<file path="src/rtl/rv32im_bus_arbiter.sv">
// Wishbone bus arbiter for N masters sharing one slave. There is always exactly one owner:
// the grant is never idle, parks on DEFAULT_MASTER, and supports an optional stall timeout.
module rv32im_bus_arbiter #(
  parameter int XLEN           = 32,
  parameter int NUM_MASTERS    = 4,
  parameter int DEFAULT_MASTER = 1,
  parameter int RR_MODE        = 0,
  parameter int TIMEOUT_CYCLES = 0
) (
  input  logic                            clk_i,
  input  logic                            reset_i,
  input  logic [NUM_MASTERS-1:0]          req_i,
  output logic [NUM_MASTERS-1:0]          grant_o,
  input  logic [NUM_MASTERS*(XLEN-2)-1:0] m_adr_i,
  input  logic [NUM_MASTERS*XLEN-1:0]     m_dat_i,
  input  logic [NUM_MASTERS*4-1:0]        m_sel_i,
  input  logic [NUM_MASTERS-1:0]          m_cyc_i,
  input  logic [NUM_MASTERS-1:0]          m_stb_i,
  input  logic [NUM_MASTERS-1:0]          m_we_i,
  output logic [XLEN-3:0]                 adr_o,
  output logic [XLEN-1:0]                 dat_o,
  output logic [3:0]                      sel_o,
  output logic                            cyc_o,
  output logic                            stb_o,
  output logic                            we_o,
  input  logic                            ack_i,
  input  logic                            err_i,
  output logic [NUM_MASTERS-1:0]          m_ack_o,
  output logic [NUM_MASTERS-1:0]          m_err_o,
  output logic                            timeout_o
);

  localparam int AW = XLEN - 2;
  localparam int IW = $clog2(NUM_MASTERS);
  localparam logic [IW-1:0] DEF_IDX = IW'(DEFAULT_MASTER);
  localparam logic [NUM_MASTERS-1:0] DEF_GRANT = NUM_MASTERS'(1) << DEFAULT_MASTER;

  logic [NUM_MASTERS-1:0] r_grant;
  logic [IW-1:0]          r_owner;
  logic [IW-1:0]          r_rr_ptr;

  logic [IW-1:0] w_fp_idx;
  logic [IW-1:0] w_rr_idx;
  logic [IW-1:0] w_win_idx;
  logic [IW-1:0] w_next_owner;
  logic          w_rr_upd;
  logic          w_release;
  logic          w_timeout;

  // Fixed-priority and round-robin winner search over the current requests
  always_comb begin
    logic          v_fp_found;
    logic          v_rr_found;
    logic [IW-1:0] v_idx;
    v_fp_found = 1'b0;
    v_rr_found = 1'b0;
    w_fp_idx   = '0;
    w_rr_idx   = '0;
    v_idx      = '0;
    for (int i = 0; i < NUM_MASTERS; i++) begin
      v_idx      = IW'(i);
      w_fp_idx   = (req_i[v_idx] && !v_fp_found) ? v_idx : w_fp_idx;
      v_fp_found = v_fp_found | req_i[v_idx];
    end
    for (int k = 1; k <= NUM_MASTERS; k++) begin
      v_idx      = IW'((int'(r_rr_ptr) + k) % NUM_MASTERS);
      w_rr_idx   = (req_i[v_idx] && !v_rr_found) ? v_idx : w_rr_idx;
      v_rr_found = v_rr_found | req_i[v_idx];
    end
    w_win_idx = (RR_MODE != 0) ? w_rr_idx : w_fp_idx;
  end

  // Next owner: hold while the owner requests or keeps its cycle open, else winner or park
  always_comb begin
    w_release    = ~req_i[r_owner] & ~m_cyc_i[r_owner];
    w_next_owner = r_owner;
    w_rr_upd     = 1'b0;
    if (w_release && (|req_i)) begin
      w_next_owner = w_win_idx;
      w_rr_upd     = 1'b1;
    end else if (w_release) begin
      w_next_owner = DEF_IDX;
      w_rr_upd     = 1'b0;
    end else begin
      w_next_owner = r_owner;
      w_rr_upd     = 1'b0;
    end
  end

  // Grant, owner index and round-robin pointer registers
  always_ff @(posedge clk_i or posedge reset_i) begin
    if (reset_i) begin
      r_grant  <= DEF_GRANT;
      r_owner  <= DEF_IDX;
      r_rr_ptr <= DEF_IDX;
    end else begin
      r_grant  <= NUM_MASTERS'(1) << w_next_owner;
      r_owner  <= w_next_owner;
      r_rr_ptr <= w_rr_upd ? w_next_owner : r_rr_ptr;
    end
  end

  generate
    if (TIMEOUT_CYCLES > 0) begin : g_timeout
      localparam int CW = $clog2(TIMEOUT_CYCLES + 1);
      logic [CW-1:0] r_to_cnt;
      logic          w_stall;
      logic          w_tc;

      assign w_stall = m_cyc_i[r_owner] & m_stb_i[r_owner] & ~ack_i & ~err_i;
      assign w_tc    = w_stall & (r_to_cnt == CW'(TIMEOUT_CYCLES - 1));

      // Stall counter; a slave response in the terminal cycle wins because it ends the stall
      always_ff @(posedge clk_i or posedge reset_i) begin
        if (reset_i) begin
          r_to_cnt <= '0;
        end else if ((w_next_owner != r_owner) || !w_stall || w_tc) begin
          r_to_cnt <= '0;
        end else begin
          r_to_cnt <= r_to_cnt + CW'(1);
        end
      end

      assign w_timeout = w_tc & ~reset_i;
    end else begin : g_no_timeout
      assign w_timeout = 1'b0;
    end
  endgenerate

  assign grant_o   = r_grant;
  assign timeout_o = w_timeout;
  assign adr_o     = m_adr_i[r_owner*AW +: AW];
  assign dat_o     = m_dat_i[r_owner*XLEN +: XLEN];
  assign sel_o     = m_sel_i[r_owner*4 +: 4];
  assign cyc_o     = m_cyc_i[r_owner];
  assign stb_o     = m_stb_i[r_owner];
  assign we_o      = m_we_i[r_owner];

  // Route the slave response to the owner only; suppressed while reset aborts the grant
  always_comb begin
    m_ack_o = '0;
    m_err_o = '0;
    if (reset_i) begin
      m_ack_o = '0;
      m_err_o = '0;
    end else begin
      m_ack_o = ack_i ? r_grant : '0;
      m_err_o = (err_i | w_timeout) ? r_grant : '0;
    end
  end

endmodule

</file>
<file path="config.mk">
export PLATFORM = sky130hd
export DESIGN_NAME = rv32im_bus_arbiter
export DESIGN_NICKNAME = d
export VERILOG_FILES = /design/src/rtl/rv32im_bus_arbiter.sv
export SDC_FILE = /design/constraint.sdc
export NUM_CORES = 1
export LEC_CHECK = 0
export BUFFER_PORTS_ARGS = -buffer_cell sky130_fd_sc_hd__buf_2
export CAP_MARGIN = 30
export CORE_AREA = 4 4 139 141
export DETAILED_ROUTE_END_ITERATION = 8
export DIE_AREA = 0 0 143 145
export GPL_ROUTABILITY_DRIVEN = 1
export SYNTH_ARGS = -nofsm -noshare
export SYNTH_HDL_FRONTEND = slang
export SYNTH_SLANG_ARGS = --single-unit
</file>
<file path="constraint.sdc">
create_clock -name clk_i -period 3.9 [get_ports clk_i]
set_input_delay 0.39 -clock clk_i [delete_from_list [all_inputs] [get_ports clk_i]]
set_output_delay 0.39 -clock clk_i [all_outputs]
set_load 0.01 [all_outputs]
</file>
# == Yosys cells after proc, flatten, opt, wreduce, memory -nomap -nowiden ==
# Cells that the tools add are included.
# Widths: inputs -> output; s select.
# word_totals
elab_cells,38
input_bits,284
regBits,6
# classes
reduce_logical,8
magnitude_cmp,1
multipliers,1
n_shift,4
n_mux,17
bitwise,5
# op_table
operator,n
$shiftx 128x8->32,1
$shiftx 120x8->30,1
$mux 4,4
$shiftx 16x5->4,1
$bmux 1 s2,4
$mux 2,4
$mul 2x4->6 const B,1
$mux 1,5
$logic_and 1x1->1,4
$reduce_or 4->1,1
$shl 1x2->4 const A,1
$logic_not 1->1,3
$lt 2x3->1 const B,1
$not 1->1,2
$or 1x1->1,2
$and 1x1->1,1

# == Logic depth before layout (Yosys ltp) ==
# Gate-level depths: netlist of run 1.
# logic_depth
word_depth,7
ltp_mapped,5
ltp_nobuf,3

# == Least setup slack after synthesis of run 1 ==
# No wires, ideal clock.
# synth_path
path_kind,register to output
from,register r_owner[0]
to,output port adr_o[0]
arrival_time_ps,1514
stages_incl_launch_ff,4
setup_slack_ps,1996
cell_sequence,dfstp_2 buf_6 buf_2 mux4_2
# synth_via
elab_chain_cells,2
# synth_rtl
item,line,text
"start, declared",39,logic [IW-1:0] r_owner;
"start signal, assigned",98,r_owner <= w_next_owner;
$mul 2x4->6,132,assign adr_o = m_adr_i[r_owner*AW +: AW];
$shiftx 120x8->30,132,
"end, declared",20,"output logic [XLEN-3:0] adr_o,"
# No other way between the ends.

# == Worst setup path in the final report of run 1 ==
# layout_path
from,register r_owner[0]
to,output port adr_o[9]
# Same word-level chain as after synthesis.

==> flow_summary.json, run 1 <==
{
  "status": "completed",
  "post-cts-setup-buffer-count": 0,
  "max_freq_ghz": 0.375,
  "endpoint_kind": "output port",
  "ys_async_sr_fraction": 1.00,
  "portBuffers": 364,
  "final_hold_viol_count": 0,
  "routed_wl_um": 13500,
  "r2r-start": "r_owner[0]$_DFF_PP1_",
  "clock_latency_ns": 0.23,
  "max_stage_delay_ns": 0.97,
  "clock_skew_ns": 0.00338,
  "synth_seq_area_share": 0.0759,
  "synth_top_area_cell": "mux4_2",
  "synthesis.area_um2": 2010,
  "h-tree-depth": 1,
  "io_pins": 366,
  "clkSinkCount": 6,
  "clockBufferDepth": 2,
  "start_kind": "flip-flop",
  "rows": 49,
  "drtAntennaViolNets": 0,
  "firstDrtPassIters": 4,
  "leakagePower_nw": 2.08,
  "place_area_um2": 4070,
  "yosys_warnings": 0,
  "worstPathRequired_ns": 3.51,
  "critical_path_arrival_ns": 2.28,
  "grt_pass1_wl_um": 19000,
  "tightest_slew_ns": 0.540,
  "antennaDiodeCount": 0,
  "track_usage": 0.118,
  "cts.root.buffer_cell": "clkbuf_16",
  "post_cts_resized": 0,
  "rsz0062_at_grt": "no",
  "stdcell_area_um2": 4180,
  "chipWidth_um": 143,
  "grt_max_degree": 75,
  "grt_pass1_vias": 3280,
  "initial_core_util": 0.112,
  "hp-class": "in2async",
  "maxSlewHeadroom": 0.640,
  "ir_worst_vdd_mv": 0.239,
  "core-area_um2": 18000,
  "min_period_ns": 2.67,
  "syn-instance-count": 124,
  "syn_area_per_cell_um2": 16.2,
  "cp-startpoint": "r_owner[0]$_DFF_PP1_",
  "overflow": 0,
  "path_clk_slew_ns": 0.04,
  "ctsHoldBuffers": 0,
  "area_delta_synth_final_pct": 108,
  "routed_via_density": 4.17,
  "min_period_over_period": 0.684,
  "worst-path-buf-inv": 2,
  "num_vias": 2948,
  "synth-seq-cells": 6,
  "synth_top_area_frac": 0.784,
  "setup_violations": 0,
  "drive_above_1_share": 0.931,
  "numCtsBuffers": 3,
  "synth_nets": 408,
  "finalWorstSetupSlack_ns": 1.23,
  "die_area_um2": 20700,
  "report.power.total_mw": 2.19,
  "cpMaxStageDelayCell": "dfstp_4",
  "synthTopCellsByArea": "mux4_2, dfrtp_1, dfstp_2",
  "cts_tree": "built",
  "ys_dominant_reg_cell": "dfrtp_1",
  "grt_antenna_before_repair": 0,
  "drc": 0,
  "die_h_um": 145,
  "cp_top_family": "flip-flops",
  "synth-edff-count": 0,
  "yosysMostFrequentCell": "mux4_2",
  "crit_fanout": 33,
  "synthTopCellsByCount": "mux4_2, and2_1, buf_2",
  "wl_per_cell_um": 19.2,
  "num-nets-final": 763,
  "critPathKind": "reg2out",
  "final_max_slew_viol_count": 0,
  "finalSetupTns_ns": 0,
  "max_cap_violations": 0,
  "pre_cts_ws_ns": 1.39,
  "fin_cells": 707,
  "power_density_nw_per_um2": 525,
  "synth.distinct_cells": 24,
  "place_inst": 702,
  "place.gp.congestion": 0.908,
  "initialDrtViolationCount": 171,
  "dp_hpwl_um": 12100,
  "crit_chain": "buf_4, mux4_2, buf_2"
}
[cell type report]
cell class                 count  area (um^2)
fill                        1981        13800
timing repair buffer         367         1880
multi-input combinational     96         1750
tap                          229          287
sequential                     6          160
clock buffer                   4         78.8
inverter                       5         18.8
[worst register-to-register path, cell delays in order (launching register included)]
cell,delay [ns]
dfstp_4,0.97
mux4_2,0.71
o41ai_1,0.48
[layout by cell type (no fill, tap or decap), drive strengths merged]
cell type  netlist  final
nor2             2      2
conb             1      1
nor2b            2      2
clkbuf           4      4
a21boi           1      1
dfstp            2      2
and2             8      8
buf             13    367
o211a            1      1
o41ai            2      2
mux4            70     70
nor3             1      1
dfrtp            4      4
o22ai            1      1
inv              5      5
a31o             1      1
mux2i            2      2
o211ai           2      2
o21ai            1      1
or3              1      1
[per-layer routing]
layer / track usage / wire, um / share of wire
met1: 0.135 / 4620 / 0.34
met2: 0.234 / 7430 / 0.55
met3: 0.0135 / 1320 / 0.098
met4: 0.0200 / 168 / 0.012
met5: 0 / 0 / 0
[flip-flops by register name (all words and copies together), names as in the netlist]
register,count
grant_o,4
r_owner,2
[cell families (layout without fill, tap and decap cells)]
group	Yosys count	in the layout	share of synthesized area
other	1	1	0.00187
buffers and inverters	22	376	0.0516
multiplexers	72	72	0.794
flip-flops	6	6	0.0759
AND/OR/NAND/NOR	14	14	0.0417
AO/OA/AOI/OAI	9	9	0.0348
[power by group]
group / internal, mW / total (mW) / switching, mW
combinational: 1.00 / 1.78 / 0.773
clock: 0.136 / 0.170 / 0.0342
sequential: 0.103 / 0.245 / 0.142
total: 1.24 / 2.19 / 0.949
[stage by stage]
stage               hold slack [ns]   util
finish                        0.116  0.232
global route                  0.145  0.232
CTS                           0.132  0.231
detailed placement            0.371  0.227
global placement              0.371  0.227
floorplan                     0.180      -
[path summary, 6_finish.rpt]
| kind | end | slack, ns | cells past startpoint |
|---|---|---|---|
| hold / removal | grant_o[2]$_DFF_PP0_ | 0.12 | 2 |
| setup reg to reg | grant_o[1]$_DFF_PP1_ | 1.62 | 2 |
| min in group clk_i | grant_o[3]$_DFF_PP0_ | 0.49 | 3 |
| max in group asynchronous | grant_o[1]$_DFF_PP1_ | 3.53 | 2 |
| setup / recovery | adr_o[9] | 1.23 | 3 |
| hold reg to reg | r_owner[1]$_DFF_PP0_ | 0.81 | 2 |
No activity file was read; power rests on OpenSTA's default activity.
==> run 2: changes to the inputs <==
Settings changed: CORE_AREA 4 4 139 141 to 4 4 141 143, DIE_AREA 0 0 143 145 to 0 0 145 147.
Clock period 3.9 ns to 2.4 ns, I/O delays scaled along.
==> flow_summary.json, run 2 (same netlist as run 1, synthesis figures left out) <==
{
  "status": "completed",
  "drc": 0,
  "initialDrtViolationCount": 133,
  "finalSetupTns_ns": 0,
  "area_delta_synth_final_pct": 109,
  "clock_skew_ns": 0.00341,
  "num_vias": 2903,
  "io_pins": 366,
  "fill_cells": 2000,
  "worstRegToRegCells": 3,
  "drtAntennaViolNets": 0,
  "num-nets-final": 766,
  "fin_cells": 715,
  "power_density_nw_per_um2": 842,
  "max_freq_ghz": 0.464,
  "final_hold_viol_count": 0,
  "grt_antenna_before_repair": 6,
  "r2r_end": "grant_o[2]$_DFF_PP0_",
  "crit_fanout": 25,
  "post-cts-setup-buffer-count": 0,
  "rsz0062_at_grt": "no",
  "r2r_slack_ns": 0.48,
  "routed_wl_um": 12200,
  "overflow": 0,
  "dp_hpwl_um": 11100,
  "finalWorstSetupSlack_ns": 0.244,
  "ir_worst_vdd_mv": 0.249,
  "antennaDiodeCount": 0,
  "hp-class": "in2reg",
  "cts_tree": "built",
  "clockBufferDepth": 2,
  "min_period_ns": 2.16,
  "whs_path_depth": 3,
  "place_inst": 710,
  "h-tree-depth": 1,
  "cts.root.buffer_cell": "clkbuf_16",
  "worstHoldStart": "req_i[3]",
  "portBuffers": 364,
  "initial_core_util": 0.108,
  "setup_violations": 0,
  "r2r-start": "r_owner[0]$_DFF_PP1_",
  "largest_reg_flops": 4,
  "rows": 50,
  "core-area_um2": 18600,
  "die_area_um2": 21300,
  "critPathKind": "reg2out",
  "firstDrtPassIters": 4,
  "die_h_um": 147,
  "grt_max_degree": 37,
  "clkSinkCount": 6,
  "place.gp.congestion": 0.809,
  "track_usage": 0.106,
  "max_cap_violations": 0,
  "endpoint_kind": "output port",
  "min_to": "grant_o[3]$_DFF_PP0_",
  "cp-startpoint": "r_owner[0]$_DFF_PP1_",
  "numCtsBuffers": 3,
  "drive_above_1_share": 0.929,
  "worstPathRequired_ns": 2.16,
  "grt_pass1_vias": 3244,
  "final_cell_mix": "buf_2, mux4_2, and2_1, inv_1",
  "start_kind": "flip-flop",
  "grt_pass1_wl_um": 17800,
  "chipWidth_um": 145,
  "min_period_over_period": 0.898,
  "final_max_slew_viol_count": 0,
  "layout_commonest_cell": "buf_2",
  "wl_per_cell_um": 17.0,
  "critical_path_arrival_ns": 1.92,
  "routed_via_density": 4.06,
  "clock_latency_ns": 0.23,
  "path_clk_slew_ns": 0.04,
  "pre_cts_ws_ns": 0.469,
  "leakagePower_nw": 2.10
}
-- run 2: cell types whose count changed in the layout (fill, tap and decap cells not counted) --
| cell | before | now |
|---|---|---|
| dlygate4sd3_1 | 0 | 1 |
| dfrtp_2 | 0 | 1 |
| buf_12 | 1 | 3 |
| buf_4 | 1 | 2 |
| buf_16 | 1 | 0 |
| dfrtp_4 | 1 | 0 |
-- run 2: power by group --
part / internal (mW) / leakage, nW / total (mW) / switching, mW
Clock: 0.221 / 0.0382 / 0.280 / 0.0594
Combinational: 1.67 / 1.99 / 3.04 / 1.37
Sequential: 0.162 / 0.0719 / 0.228 / 0.0659
-- run 2: critical path, cell delays in order (launching register included) --
cell,delay [ns]
dfstp_4,0.70
buf_12,0.24
mux4_2,0.56
buf_2,0.16
-- run 2: final cells by class --
| class | instances | area [um^2] | area share |
|---|---|---|---|
| inverters | 5 | 18.8 | 0.00446 |
| clock buffers | 4 | 78.8 | 0.0187 |
| repair buffers | 370 | 1910 | 0.453 |
| flip-flops and latches | 6 | 158 | 0.0375 |
| well taps | 234 | 293 | 0.0696 |
| multi-input cells | 96 | 1750 | 0.417 |
-- run 2: layer usage --
layer	up-vias	global-route usage	share of wire
li1	1293	-	-
met1	1381	0.110	0.34
met2	199	0.190	0.52
met3	20	0.0503	0.12
met4	10	0.0333	0.020
met5	-	0	0.0050
-- run 2: worst max-delay path by stage --
stage | slack, ns | endpoint | depth (start not counted)
floorplan | 0.65 | adr_o[0] | 3
global placement | 0.48 | adr_o[17] | 3
detailed placement | 0.47 | adr_o[17] | 3
CTS | 0.22 | adr_o[17] | 3
global route | 0.17 | adr_o[17] | 3
finish | 0.24 | adr_o[17] | 3
-- run 2: per-stage QoR --
stage	area (um^2)	hold slack (ns)	power, mW	util
2_1_floorplan	2010	0.0295	2.19	-
3_3_place_gp	4120	0.209	3.28	0.222
3_5_place_dp	4120	0.211	3.32	0.222
4_1_cts	4210	0.312	3.62	0.227
5_1_grt	4210	0.327	3.81	0.227
6_report	4210	0.321	3.55	0.227
-- run 2: timing repair --
| action | 4_1_cts | 5_1_grt |
|---|---|---|
| endpoints found under the setup margin | 0 | 0 |
| gates resized for setup | 0 | 0 |
| hold buffers | 1 | 0 |
| endpoints found under the hold margin | 4 | 0 |
==> run 3: changes to the inputs <==
Settings changed: ABC_CLOCK_PERIOD_IN_PS set to 2400, RECOVER_POWER set to 100.
==> flow_summary.json, run 3 (same netlist as run 1, synthesis figures left out) <==
{
  "status": "completed",
  "io_pins": 366,
  "place.gp.congestion": 0.809,
  "die_area_um2": 21300,
  "routed_via_density": 4.08,
  "cts_tree": "built",
  "power_density_nw_per_um2": 827,
  "clockBufferDepth": 2,
  "grt_max_degree": 37,
  "ir_worst_vdd_mv": 0.250,
  "worstRegToRegCells": 3,
  "seq_area_um2": 158,
  "maxSlewHeadroom": 0.660,
  "max_cap_violations": 0,
  "whs_path_depth": 3,
  "initial_core_util": 0.108,
  "drive_above_1_share": 0.775,
  "start_kind": "flip-flop",
  "largest_reg_flops": 4,
  "antennaDiodeCount": 0,
  "max_freq_ghz": 0.467,
  "worstPathRequired_ns": 2.16,
  "crit_chain": "buf_12, mux4_2, clkbuf_1",
  "h-tree-depth": 1,
  "endpoint_kind": "output port",
  "min_period_ns": 2.14,
  "final_max_slew_viol_count": 0,
  "crit_fanout": 25,
  "critPathCapture": "adr_o[17]",
  "path_clk_slew_ns": 0.04,
  "hp-class": "in2reg",
  "cts.root.buffer_cell": "clkbuf_16",
  "finalSetupTns_ns": 0,
  "core-area_um2": 18600,
  "min_period_over_period": 0.893,
  "layout_commonest_cell": "buf_2",
  "numCtsBuffers": 3,
  "r2r-start": "r_owner[0]$_DFF_PP1_",
  "cpMaxStageDelayCell": "dfstp_4",
  "clock_latency_ns": 0.23,
  "wl_per_cell_um": 17.1,
  "clkSinkCount": 6,
  "num-nets-final": 766,
  "rows": 50,
  "clock_skew_ns": 0.00360,
  "die_h_um": 147,
  "num_vias": 2915,
  "tightest_slew_ns": 0.510,
  "grt_antenna_before_repair": 6,
  "setup_violations": 0,
  "multi_input_area_um2": 1750,
  "fill_cells": 2035,
  "grt_pass1_wl_um": 17800,
  "cp-startpoint": "r_owner[0]$_DFF_PP1_",
  "chipWidth_um": 145,
  "routed_wl_um": 12200,
  "rsz0062_at_grt": "no",
  "grt_pass1_vias": 3244,
  "drc": 0,
  "drtAntennaViolNets": 0,
  "final_hold_viol_count": 0,
  "post-cts-setup-buffer-count": 0,
  "max_stage_delay_ns": 0.70,
  "portBuffers": 364,
  "r2r_end": "r_owner[1]$_DFF_PP0_",
  "overflow": 0,
  "fin_util": 0.222,
  "final_cell_mix": "buf_2, clkbuf_1, mux4_2, and2_0, inv_1",
  "dp_hpwl_um": 11100,
  "leakagePower_nw": 1.89,
  "r2r_slack_ns": 0.45,
  "track_usage": 0.106,
  "initialDrtViolationCount": 117,
  "critPathKind": "reg2out",
  "critical_path_arrival_ns": 1.90,
  "firstDrtPassIters": 4,
  "area_delta_synth_final_pct": 105
}
## run 3: area by class of cell
class,count,share of cell area
tap,234,0.0711
multi-input combinational,96,0.426
clock buffer,4,0.0191
inverter,5,0.00456
timing repair buffer,370,0.441
sequential,6,0.0383
## run 3: repair_timing
action / CTS / global route
gates resized for setup: 0 / 0
hold buffers: 1 / 0
endpoints found under the hold margin: 4 / 0
endpoints found under the setup margin: 0 / 0
## run 3: worst min-delay path by stage
stage	start	end	slack, ns
after floorplan	reset_i	grant_o[0]$_DFF_PP0_	0.03
after global placement	reset_i	grant_o[0]$_DFF_PP0_	0.21
after detailed placement	reset_i	grant_o[0]$_DFF_PP0_	0.21
after CTS	req_i[3]	grant_o[3]$_DFF_PP0_	0.31
after global routing	req_i[3]	grant_o[3]$_DFF_PP0_	0.33
final	req_i[3]	grant_o[3]$_DFF_PP0_	0.32
## run 3: layer usage
metal,vias to the layer above,global-route usage,share of wire
li1,1295,-,-
met1,1387,0.110,0.33
met2,203,0.190,0.52
met3,20,0.0503,0.12
met4,10,0.0333,0.020
met5,-,0,0.0051
## run 3: through the flow
step / setup WS [ns] / instances / area [um^2] / total power [mW] / hold WS [ns]
after floorplan: 0.646 / 124 / 2010 / 2.19 / 0.0295
after global placement: 0.478 / 710 / 4120 / 3.28 / 0.209
after detailed placement: 0.469 / 710 / 4120 / 3.32 / 0.211
after CTS: 0.215 / 715 / 4210 / 3.62 / 0.312
after global routing: 0.175 / 715 / 4120 / 3.67 / 0.326
final: 0.257 / 715 / 4120 / 3.40 / 0.322
## run 3: where the power goes
| part | internal (mW) | total, mW | switching, mW | leakage (nW) |
|---|---|---|---|---|
| clock network | 0.221 | 0.280 | 0.0592 | 0.0382 |
| logic | 1.51 | 2.89 | 1.38 | 1.78 |
| registers | 0.160 | 0.228 | 0.0677 | 0.0717 |
| total | 1.90 | 3.40 | 1.51 | 1.89 |
## run 3: worst max-delay path: cells and delay by family, from the launching register on
| kind | cells | cell delay [ns] |
|---|---|---|
| flip-flops | 1 | 0.70 |
| multiplexers | 1 | 0.56 |
| buffers and inverters | 2 | 0.39 |
